==> src/rtl/fp16_pkg.sv <==
// Shared binary16 constants, rounding-mode encoding and divider state type.
// Imported by the divider and rounding blocks.
package fp16_pkg;

  localparam int unsigned ExpW  = 5;
  localparam int unsigned FracW = 10;
  localparam int unsigned Bias  = 15;
  localparam int unsigned QBits = 13;

  localparam logic [1:0] RZ  = 2'b00;
  localparam logic [1:0] RNE = 2'b01;
  localparam logic [1:0] RP  = 2'b10;
  localparam logic [1:0] RN  = 2'b11;

  localparam logic [15:0] QNAN = 16'h7E00;
  localparam logic [15:0] INF  = 16'h7C00;
  localparam logic [15:0] MAXF = 16'h7BFF;

  // Bit positions within flags = {nv, dz, of, uf, nx}
  localparam int unsigned FlagNv = 4;
  localparam int unsigned FlagDz = 3;
  localparam int unsigned FlagOf = 2;
  localparam int unsigned FlagUf = 1;
  localparam int unsigned FlagNx = 0;

  typedef enum logic [1:0] {StIdle, StDiv, StRound, StDone} state_e;

endpackage

==> src/rtl/fp16_round.sv <==
// Combinational binary16 rounding: normalised mantissa plus guard/sticky in,
// packed result with overflow/underflow/inexact out. Subnormal results flush to zero.
module fp16_round
  import fp16_pkg::*;
(
  input  logic              sign,
  input  logic [10:0]       mant,
  input  logic              guard,
  input  logic              sticky,
  input  logic signed [6:0] exp,
  input  logic [1:0]        roundmode,
  output logic [15:0]       result,
  output logic              of,
  output logic              uf,
  output logic              nx
);

  logic              lost;
  logic              inc;
  logic [11:0]       sum;
  logic [10:0]       mant_r;
  logic signed [6:0] exp_r;
  logic              to_zero;

  always_comb begin
    lost = guard | sticky;
    unique case (roundmode)
      RZ:      inc = 1'b0;
      RNE:     inc = guard & (sticky | mant[0]);
      RP:      inc = ~sign & lost;
      default: inc = sign & lost;
    endcase

    sum = {1'b0, mant} + {11'd0, inc};
    if (sum[11]) begin
      mant_r = 11'h400;
      exp_r  = exp + 7'sd1;
    end else begin
      mant_r = sum[10:0];
      exp_r  = exp;
    end

    // Modes that never round away from zero saturate to max finite instead of inf
    to_zero = (roundmode == RZ) || (roundmode == RP && sign) || (roundmode == RN && !sign);

    of     = 1'b0;
    uf     = 1'b0;
    nx     = lost;
    result = {sign, exp_r[4:0], mant_r[9:0]};
    if (exp_r >= 7'sd31) begin
      of     = 1'b1;
      nx     = 1'b1;
      result = to_zero ? {sign, MAXF[14:0]} : {sign, INF[14:0]};
    end else if (exp_r <= 7'sd0) begin
      uf     = 1'b1;
      nx     = 1'b1;
      result = {sign, 15'd0};
    end
  end

endmodule

==> src/rtl/fdiv16.sv <==
// Iterative binary16 divider: restoring radix-2, one quotient bit per cycle,
// valid/ready handshakes on both sides, single operation in flight.
module fdiv16
  import fp16_pkg::*;
(
  input  logic        clk,
  input  logic        reset,
  input  logic [15:0] x,
  input  logic [15:0] y,
  input  logic [1:0]  roundmode,
  input  logic        in_valid,
  output logic        in_ready,
  output logic [15:0] result,
  output logic [4:0]  flags,
  output logic        out_valid,
  input  logic        out_ready
);

  state_e            state_q, state_d;
  logic [3:0]        counter_q, counter_d;
  logic              sign_q, sign_d;
  logic [10:0]       my_q, my_d;
  logic [11:0]       rem_q, rem_d;
  logic [12:0]       q_q, q_d;
  logic signed [6:0] exp_q, exp_d;
  logic [1:0]        rm_q, rm_d;
  logic [15:0]       result_q, result_d;
  logic [4:0]        flags_q, flags_d;

  logic [4:0]        x_exp, y_exp;
  logic              x_zero, y_zero, x_inf, y_inf, x_nan, y_nan, special;
  logic signed [6:0] exp_in;
  logic [15:0]       spec_res;
  logic [4:0]        spec_flags;

  // Subnormal inputs (exp == 0) are treated as zero
  assign x_exp   = x[14:10];
  assign y_exp   = y[14:10];
  assign x_zero  = (x_exp == 5'd0);
  assign y_zero  = (y_exp == 5'd0);
  assign x_nan   = (x_exp == 5'd31) && (x[9:0] != 10'd0);
  assign y_nan   = (y_exp == 5'd31) && (y[9:0] != 10'd0);
  assign x_inf   = (x_exp == 5'd31) && (x[9:0] == 10'd0);
  assign y_inf   = (y_exp == 5'd31) && (y[9:0] == 10'd0);
  assign special = x_zero | y_zero | x_inf | y_inf | x_nan | y_nan;
  assign exp_in  = $signed({2'b00, x_exp}) - $signed({2'b00, y_exp}) + 7'sd15;

  always_comb begin
    spec_res   = {x[15] ^ y[15], 15'd0};
    spec_flags = '0;
    if (x_nan || y_nan || (x_zero && y_zero) || (x_inf && y_inf)) begin
      spec_res           = QNAN;
      spec_flags[FlagNv] = 1'b1;
    end else if (y_zero && !x_inf) begin
      spec_res           = {x[15] ^ y[15], INF[14:0]};
      spec_flags[FlagDz] = 1'b1;
    end else if (x_inf) begin
      spec_res = {x[15] ^ y[15], INF[14:0]};
    end
  end

  logic              norm_hi;
  logic [10:0]       mant_n;
  logic              guard_n, sticky_n;
  logic signed [6:0] exp_n;
  logic [15:0]       rnd_result;
  logic              rnd_of, rnd_uf, rnd_nx;

  assign norm_hi  = q_q[12];
  assign mant_n   = norm_hi ? q_q[12:2] : q_q[11:1];
  assign guard_n  = norm_hi ? q_q[1] : q_q[0];
  assign sticky_n = (norm_hi & q_q[0]) | (rem_q != 12'd0);
  assign exp_n    = norm_hi ? exp_q : exp_q - 7'sd1;

  fp16_round u_round (
    .sign      (sign_q),
    .mant      (mant_n),
    .guard     (guard_n),
    .sticky    (sticky_n),
    .exp       (exp_n),
    .roundmode (rm_q),
    .result    (rnd_result),
    .of        (rnd_of),
    .uf        (rnd_uf),
    .nx        (rnd_nx)
  );

  logic        rem_ge;
  logic [11:0] rem_diff;

  assign rem_ge   = (rem_q >= {1'b0, my_q});
  assign rem_diff = rem_ge ? rem_q - {1'b0, my_q} : rem_q;

  always_comb begin
    state_d   = state_q;
    counter_d = counter_q;
    sign_d    = sign_q;
    my_d      = my_q;
    rem_d     = rem_q;
    q_d       = q_q;
    exp_d     = exp_q;
    rm_d      = rm_q;
    result_d  = result_q;
    flags_d   = flags_q;
    unique case (state_q)
      StIdle: begin
        if (in_valid) begin
          sign_d = x[15] ^ y[15];
          my_d   = {1'b1, y[9:0]};
          exp_d  = exp_in;
          rm_d   = roundmode;
          if (special) begin
            result_d = spec_res;
            flags_d  = spec_flags;
            state_d  = StDone;
          end else begin
            rem_d     = {1'b0, 1'b1, x[9:0]};
            q_d       = '0;
            counter_d = '0;
            state_d   = StDiv;
          end
        end
      end
      StDiv: begin
        // Remainder stays below 2*my, so the shifted value always fits 12 bits
        rem_d     = {rem_diff[10:0], 1'b0};
        q_d       = {q_q[11:0], rem_ge};
        counter_d = counter_q + 4'd1;
        if (counter_q == 4'(QBits - 1)) state_d = StRound;
      end
      StRound: begin
        result_d         = rnd_result;
        flags_d          = '0;
        flags_d[FlagOf]  = rnd_of;
        flags_d[FlagUf]  = rnd_uf;
        flags_d[FlagNx]  = rnd_nx;
        state_d          = StDone;
      end
      default: begin
        if (out_ready) state_d = StIdle;
      end
    endcase
  end

  always_ff @(posedge clk or posedge reset) begin
    if (reset) begin
      state_q   <= StIdle;
      counter_q <= '0;
      sign_q    <= 1'b0;
      my_q      <= '0;
      rem_q     <= '0;
      q_q       <= '0;
      exp_q     <= '0;
      rm_q      <= '0;
      result_q  <= '0;
      flags_q   <= '0;
    end else begin
      state_q   <= state_d;
      counter_q <= counter_d;
      sign_q    <= sign_d;
      my_q      <= my_d;
      rem_q     <= rem_d;
      q_q       <= q_d;
      exp_q     <= exp_d;
      rm_q      <= rm_d;
      result_q  <= result_d;
      flags_q   <= flags_d;
    end
  end

  assign in_ready  = (state_q == StIdle);
  assign out_valid = (state_q == StDone);
  assign result    = result_q;
  assign flags     = flags_q;

endmodule

==> config.mk <==
export PLATFORM = sky130hd
export DESIGN_NAME = fdiv16
export DESIGN_NICKNAME = d
export VERILOG_FILES = /design/src/rtl/fp16_pkg.sv /design/src/rtl/fp16_round.sv /design/src/rtl/fdiv16.sv
export SDC_FILE = /design/constraint.sdc
export NUM_CORES = 1
export LEC_CHECK = 0
export CAP_MARGIN = 10
export CORE_UTILIZATION = 50
export CTS_CLUSTER_DIAMETER = 40
export CTS_CLUSTER_SIZE = 24
export DETAILED_ROUTE_END_ITERATION = 8
export PLACE_DENSITY = 0.81
export SLEW_MARGIN = 30
export SYNTH_ARGS = -nofsm -noshare
export SYNTH_HDL_FRONTEND = slang
export SYNTH_HIERARCHICAL = 1
export SYNTH_SLANG_ARGS = --single-unit
==> constraint.sdc <==
create_clock -name clk -period 10.3 [get_ports clk]
set_clock_uncertainty 0.1 [all_clocks]
set_input_delay 1.545 -clock clk [delete_from_list [all_inputs] [get_ports clk]]
set_output_delay 1.545 -clock clk [all_outputs]
set_load 0.01 [all_outputs]
Word-level counts from Yosys, hierarchy flattened
Index checks and enable logic that the tools add are counted.
{ "op_classes": {"addsub": 7, "n_lt_le_gt_ge": 3, "n_eq_ne": 13, "mux": 41, "bitwise": 14, "reduce_logical": 32} }
{ "ops": {"columns": ["op", "count"], "rows": [
  ["$mux 15", 4],
  ["$mux 16", 3],
  ["$mux 11", 3],
  ["$pmux 16 s2", 1],
  ["$mux 13", 2],
  ["$pmux 13 s2", 1],
  ["$mux 12", 2],
  ["$pmux 12 s2", 1],
  ["$logic_not 10->1", 2],
  ["$reduce_bool 10->1", 2],
  ["$mux 7", 2],
  ["$add 11x1->12", 1],
  ["$ge 12x11->1", 1],
  ["$reduce_bool 12->1", 1],
  ["$sub 11x11->11", 1],
  ["$eq 5x5->1 const B", 2],
  ["$logic_not 5->1", 2],
  ["$mux 10", 1],
  ["$mux 5", 2],
  ["$pmux 5 s2", 1],
  ["$logic_and 1x1->1", 9],
  ["$mux 1", 9],
  ["$reduce_and 3->1", 3],
  ["$eq 2x2->1 const B", 4],
  ["other kinds (26)", 50]
]} }
{ "word_totals": {"regBits": 73, "input_bits": 38, "output_inout_bits": 23, "word_cells": 120} }

Depth between registers and ports, before layout
{ "depth": {"depth_word": 11, "ltp_mapped": 16, "ltp_nobuf": 13} }

By module
The synthesis kept the hierarchy.
{ "by_module_without_submodules": {"columns": ["module", "instances", "cells_each", "area_each_um2", "seq_area_each_um2"], "rows": [
  ["fdiv16", 1, 516, 4583.1, 1826.8],
  ["fp16_round", 1, 93, 644.4, 0.0]
]} }

Worst setup path after synthesis
OpenSTA, ideal clock, no wires.
{ "synth_path": {"kind": "register to register", "from": "register q_q[12]", "to": "register result_q[9] (netlist: result[9])", "setup_time_ns": 0.077, "t_arrival_ns": 3.704, "required_time_ns": 10.123, "setup_slack_ns": 6.419, "path_stages_with_launch": 17, "n_path_buf": 3, "synth_period_minus_slack_ns": 3.881, "path_cell_list": "dfrtp_1 > clkbuf_1 > clkbuf_1 > nand2_1 > nand4_1 > o211ai_1 > o21ai_0 > ha_1 > nand3_1 > nor3_2 > mux2_2 > o31a_1 > or3_1 > buf_6 > o21ai_0 > mux2i_1 > o21ai_1"} }
{ "synth_between": {"elab_chain_cells": 11, "elab_cells_between_ends": 20, "cone_classes": "add/sub (2); order compare (2); mux (9); bitwise (7)"} }
{ "synth_rtl": {"columns": ["element", "line_no", "rtl"], "rows": [
  ["from (decl)", "fdiv16.sv:24", "logic [12:0] q_q, q_d;"],
  ["from (signal assigned)", "fdiv16.sv:163", "q_q <= q_d;"],
  ["$and 1x1->1 (*)", "fdiv16.sv:72", "assign sticky_n = (norm_hi & q_q[0]) | (rem_q != 12'd0);"],
  ["$or 1x1->1 (*)", "fdiv16.sv:72", null],
  ["net sticky_n", "fdiv16.sv:64", "logic guard_n, sticky_n;"],
  ["$or 1x1->1 (on tied branches)", "fp16_round.sv:26, fp16_round.sv:29", null],
  ["$and 1x1->1 (on tied branches)", "fp16_round.sv:31, fp16_round.sv:29, fp16_round.sv:30", null],
  ["$pmux 1 s3 (*)", "fp16_round.sv:27", "unique case (roundmode)"],
  ["$add 11x1->12 (*)", "fp16_round.sv:34", "sum = {1'b0, mant} + {11'd0, inc};"],
  ["$mux 7", "fp16_round.sv:35", "if (sum[11]) begin"],
  ["$le 7x1->1", "fp16_round.sv:54", "end else if (exp_r <= 7'sd0) begin"],
  ["$mux 15", "fp16_round.sv:54", null],
  ["$mux 15 (*)", "fp16_round.sv:50", "if (exp_r >= 7'sd31) begin"],
  ["net rnd_result[9]", "fdiv16.sv:66", "logic [15:0] rnd_result;"],
  ["$pmux 16 s2 (*)", "fdiv16.sv:105", "unique case (state_q)"],
  ["to (signal assigned)", "fdiv16.sv:166", "result_q <= result_d;"],
  ["to (decl)", "fdiv16.sv:27", "logic [15:0] result_q, result_d;"]
]} }
Mark *: on every way through the listed nets, which the timed path passes. The rest lies on a longest branch.
A chain may end at the register's enable or synchronous reset.

Worst setup path after layout
{ "layout_path": {"from": "register q_q[12]", "to": "register result_q[10] (netlist: result[10])"} }
{ "layout_between": {"elab_chain_cells": 11, "elab_cells_between_ends": 19, "cone_classes": "add/sub (2); order compare (2); mux (8); bitwise (7)"} }
{ "layout_rtl": {"columns": ["element", "line_no"], "rows": [
  ["$and 1x1->1 (*)", "fdiv16.sv:72"],
  ["$or 1x1->1 (*)", "fdiv16.sv:72"],
  ["net sticky_n", "fdiv16.sv:64"],
  ["$or 1x1->1 (on tied branches)", "fp16_round.sv:26, fp16_round.sv:29"],
  ["$and 1x1->1 (on tied branches)", "fp16_round.sv:31, fp16_round.sv:29, fp16_round.sv:30"],
  ["$pmux 1 s3 (*)", "fp16_round.sv:27"],
  ["$add 11x1->12 (*)", "fp16_round.sv:34"],
  ["$mux 7 (*)", "fp16_round.sv:35"],
  ["$le 7x1->1", "fp16_round.sv:54"],
  ["$mux 15", "fp16_round.sv:54"],
  ["$mux 15 (*)", "fp16_round.sv:50"],
  ["net rnd_result[10]", "fdiv16.sv:66"],
  ["$pmux 16 s2 (*)", "fdiv16.sv:105"]
]} }
Marked as above.

==> reports/metrics.yaml <==
status:
  status: "complete, no violations"
min_path:
  hold_class: "reg -> reg"
  hold_path_depth: 2
  min_from: "result[3]$_DFFE_PP0P_"
  whs_endpoint: "result[3]$_DFFE_PP0P_"
synth:
  synthArstFlopShare: 1.000
  synth.distinct_cells: 69
  post_synth.cell_area_avg_um2: 8.584
  synth_top_area_frac: 0.3494
  ys_top_cells_by_count: "nand2_1 (114), dfrtp_1 (73), o21ai_0 (46)"
  synth_edf_count: 0
  ys.flop_type: "dfrtp_1"
  syn_inst: 609
  synth-seq-area-share: 0.3494
  synth_most_common_cell: "nand2_1"
  yosys_register_bits: 73
  yosys-top-cells-area: "dfrtp_1 (35%), nand2_1 (8.2%), ha_1 (6.9%)"
  yosysWarnings: 6
  syn-num-nets: 678
  syn-cell-area_mm2: 0.005228
  yosys.area.top_type: "dfrtp_1"
die:
  core_mm2: 0.009955
  die_h_um: 104.3
  num_rows: 36
  io_pins: 61
  die-area_mm2: 0.01087
  chipWidth_um: 104.3
  start_util: 0.5251
critical_path:
  cp-end-kind: "register"
  rrSetupSlack_ns: 6.02
  critPathLaunchType: "register"
  worstRegToRegCells: 13
  crit_type: "reg -> reg"
  crit_required_ns: 10.41
  crit_fanout: 19
  rr_startpoint: "q_q[12]$_DFFE_PP0P_"
  arrival_ns: 4.40
  r2r-end: "result[10]$_DFFE_PP0P_"
route:
  drt-pass1-iter-count: 4
  vias: 4556
  ant_nets: 0
  drtIter0Drc: 189
  wl_um: 12290
  drc: 0
  drt-vias-per-instance: 5.782
  wire_per_inst_um: 15.60
layout:
  syn2layout_area_growth_pct: 15.32
  drive_above_1_share: 0.08397
  multi_input_area_mm2: 0.003122
  register_area_mm2: 0.001827
  fillCellCount: 867
  nNetsFinal: 721
  n_antenna_cell: 0
cts:
  post_cts_buffers: 0
  clkSinkCount: 73
  h-tree-depth: 3
  cts_tree: "yes"
  clk_pin_slew_ns: 0.07
  cts_hold_buffers: 0
  cts-buffers-inserted: 9
  cts-root-buf: "clkbuf_8"
  clock_path_buffers: 2
  clock_latency_ns: 0.36
  post_cts_resized: 0
sta:
  whs_ns: 0.3862
  hold_viol: 0
  worst_pin_slew_ns: 0.8836
  setup_viol: 0
  rsz0062_at_grt: "false"
  max_freq_ghz: 0.2334
  period_share: 0.4159
  fin_crit_ns: 4.284
  tns_ns: 0
  slew_viol_final: 0
  slew_headroom: 0.4109
power_and_ir_drop:
  power_per_cell_area_mw_per_mm2: 304.7
  p_total_mw: 1.837
  leakagePower_nw: 2.511
  ir_worst_vdd_v: 0.0002471
placement:
  port_buffers: 60
  dp_hpwl_um: 9432
  gp_congestion: 0.9362
global_route:
  grt-ovfl-total: 0
  grt_pass1_wl_um: 20700
  grt_max_degree: 74
  grt_pass1_vias: 4468
  grt_antenna_before_repair: 0
  grt_util_all_layers: 0.2361
run:
  max-cap-violations: 0
[metal layers]
metal / share of wire / up-vias / global-route usage
li1: - / 2250 / -
met1: 0.42 / 2139 / 0.2788
met2: 0.49 / 126 / 0.4067
met3: 0.050 / 41 / 0.04386
met4: 0.044 / 0 / 0.1255
met5: 0 / - / 0
[cell usage in the layout, fill, tap and decap left out, types with 9 or more instances in the layout]
master and instances:
a21oi_1 20, clkbuf_8 11, clkdlybuf4s50_1 60, dfrtp_1 73, ha_1 29, inv_1 30
mux2_2 16, nand2_1 114, nand3_1 19, nor2_1 28, nor2b_1 9, nor4_1 11
o21ai_0 46, o21ai_1 19, xnor2_1 18, xor2_1 14
[final cells by class]
class / count / share of cell area
repair buffers: 62 / 0.1040
well taps: 133 / 0.02760
flip-flops and latches: 73 / 0.3030
inverters: 31 / 0.01930
multi-input cells: 475 / 0.5178
clock inverters: 2 / 0.002491
clock buffers: 12 / 0.02574
[registers in the layout (all words and copies together), names as in the netlist]
register	cells
counter_q	4
exp_q	7
flags	5
my_q	11
q_q	13
rem_q	12
result	16
rm_q	2
sign_q	1
state_q	2
[power by group]
| part | leakage, nW | internal, mW | switching [mW] |
|---|---|---|---|
| registers | 0.936 | 0.395 | 0.0924 |
| clock network | 0.0806 | 0.0980 | 0.104 |
| logic | 1.50 | 0.477 | 0.670 |
| total | 2.51 | 0.970 | 0.866 |
[metrics by stage]
| stage | setup slack [ns] | std cells | area [µm²] | util |
|---|---|---|---|---|
| final | 6.016 | 788 | 6028 | 0.6056 |
| after detailed placement | 5.907 | 773 | 5838 | 0.5865 |
| after CTS | 6.020 | 787 | 6008 | 0.6036 |
| after floorplan | 6.419 | 609 | 5228 | - |
| after global placement | 5.973 | 773 | 5838 | 0.5865 |
| after global routing | 5.741 | 788 | 6028 | 0.6056 |
[cells by family (layout without fill, tap and decap cells)]
logic type | Yosys count | after routing | share of synthesized area
mux | 24 | 24 | 0.04978
fa+ha+maj | 31 | 31 | 0.07707
flops | 73 | 73 | 0.3494
buf+inv | 61 | 107 | 0.05361
xor+xnor | 32 | 32 | 0.05361
simple gates | 238 | 238 | 0.2293
compound gates | 150 | 150 | 0.1872
[critical path, cell delays in order (launching register included)]
cell      delay (ns)
dfrtp_1         0.79
nand2_1         0.12
nand4_1         0.22
o211ai_1        0.13
o21ai_0         0.16
ha_1            0.25
nand3_1         0.20
nor3_2          0.53
mux2_2          0.41
o31a_1          0.34
or3_1           0.50
and3b_2         0.25
nand2_1         0.06
a21oi_1         0.07
[how the worst max path moves through the flow]
| stage | startpoint | to | slack [ns] |
|---|---|---|---|
| after floorplan | q_q[12]$_DFFE_PP0P_ | result[9]$_DFFE_PP0P_ | 6.42 |
| after global placement | x[11] | rem_q[7]$_DFFE_PP0P_ | 5.97 |
| after detailed placement | x[11] | rem_q[7]$_DFFE_PP0P_ | 5.91 |
| after CTS | q_q[12]$_DFFE_PP0P_ | result[10]$_DFFE_PP0P_ | 6.02 |
| after global routing | q_q[12]$_DFFE_PP0P_ | result[10]$_DFFE_PP0P_ | 5.74 |
| final | q_q[12]$_DFFE_PP0P_ | result[10]$_DFFE_PP0P_ | 6.02 |
Note: power is estimated with default switching activity, not from simulation.
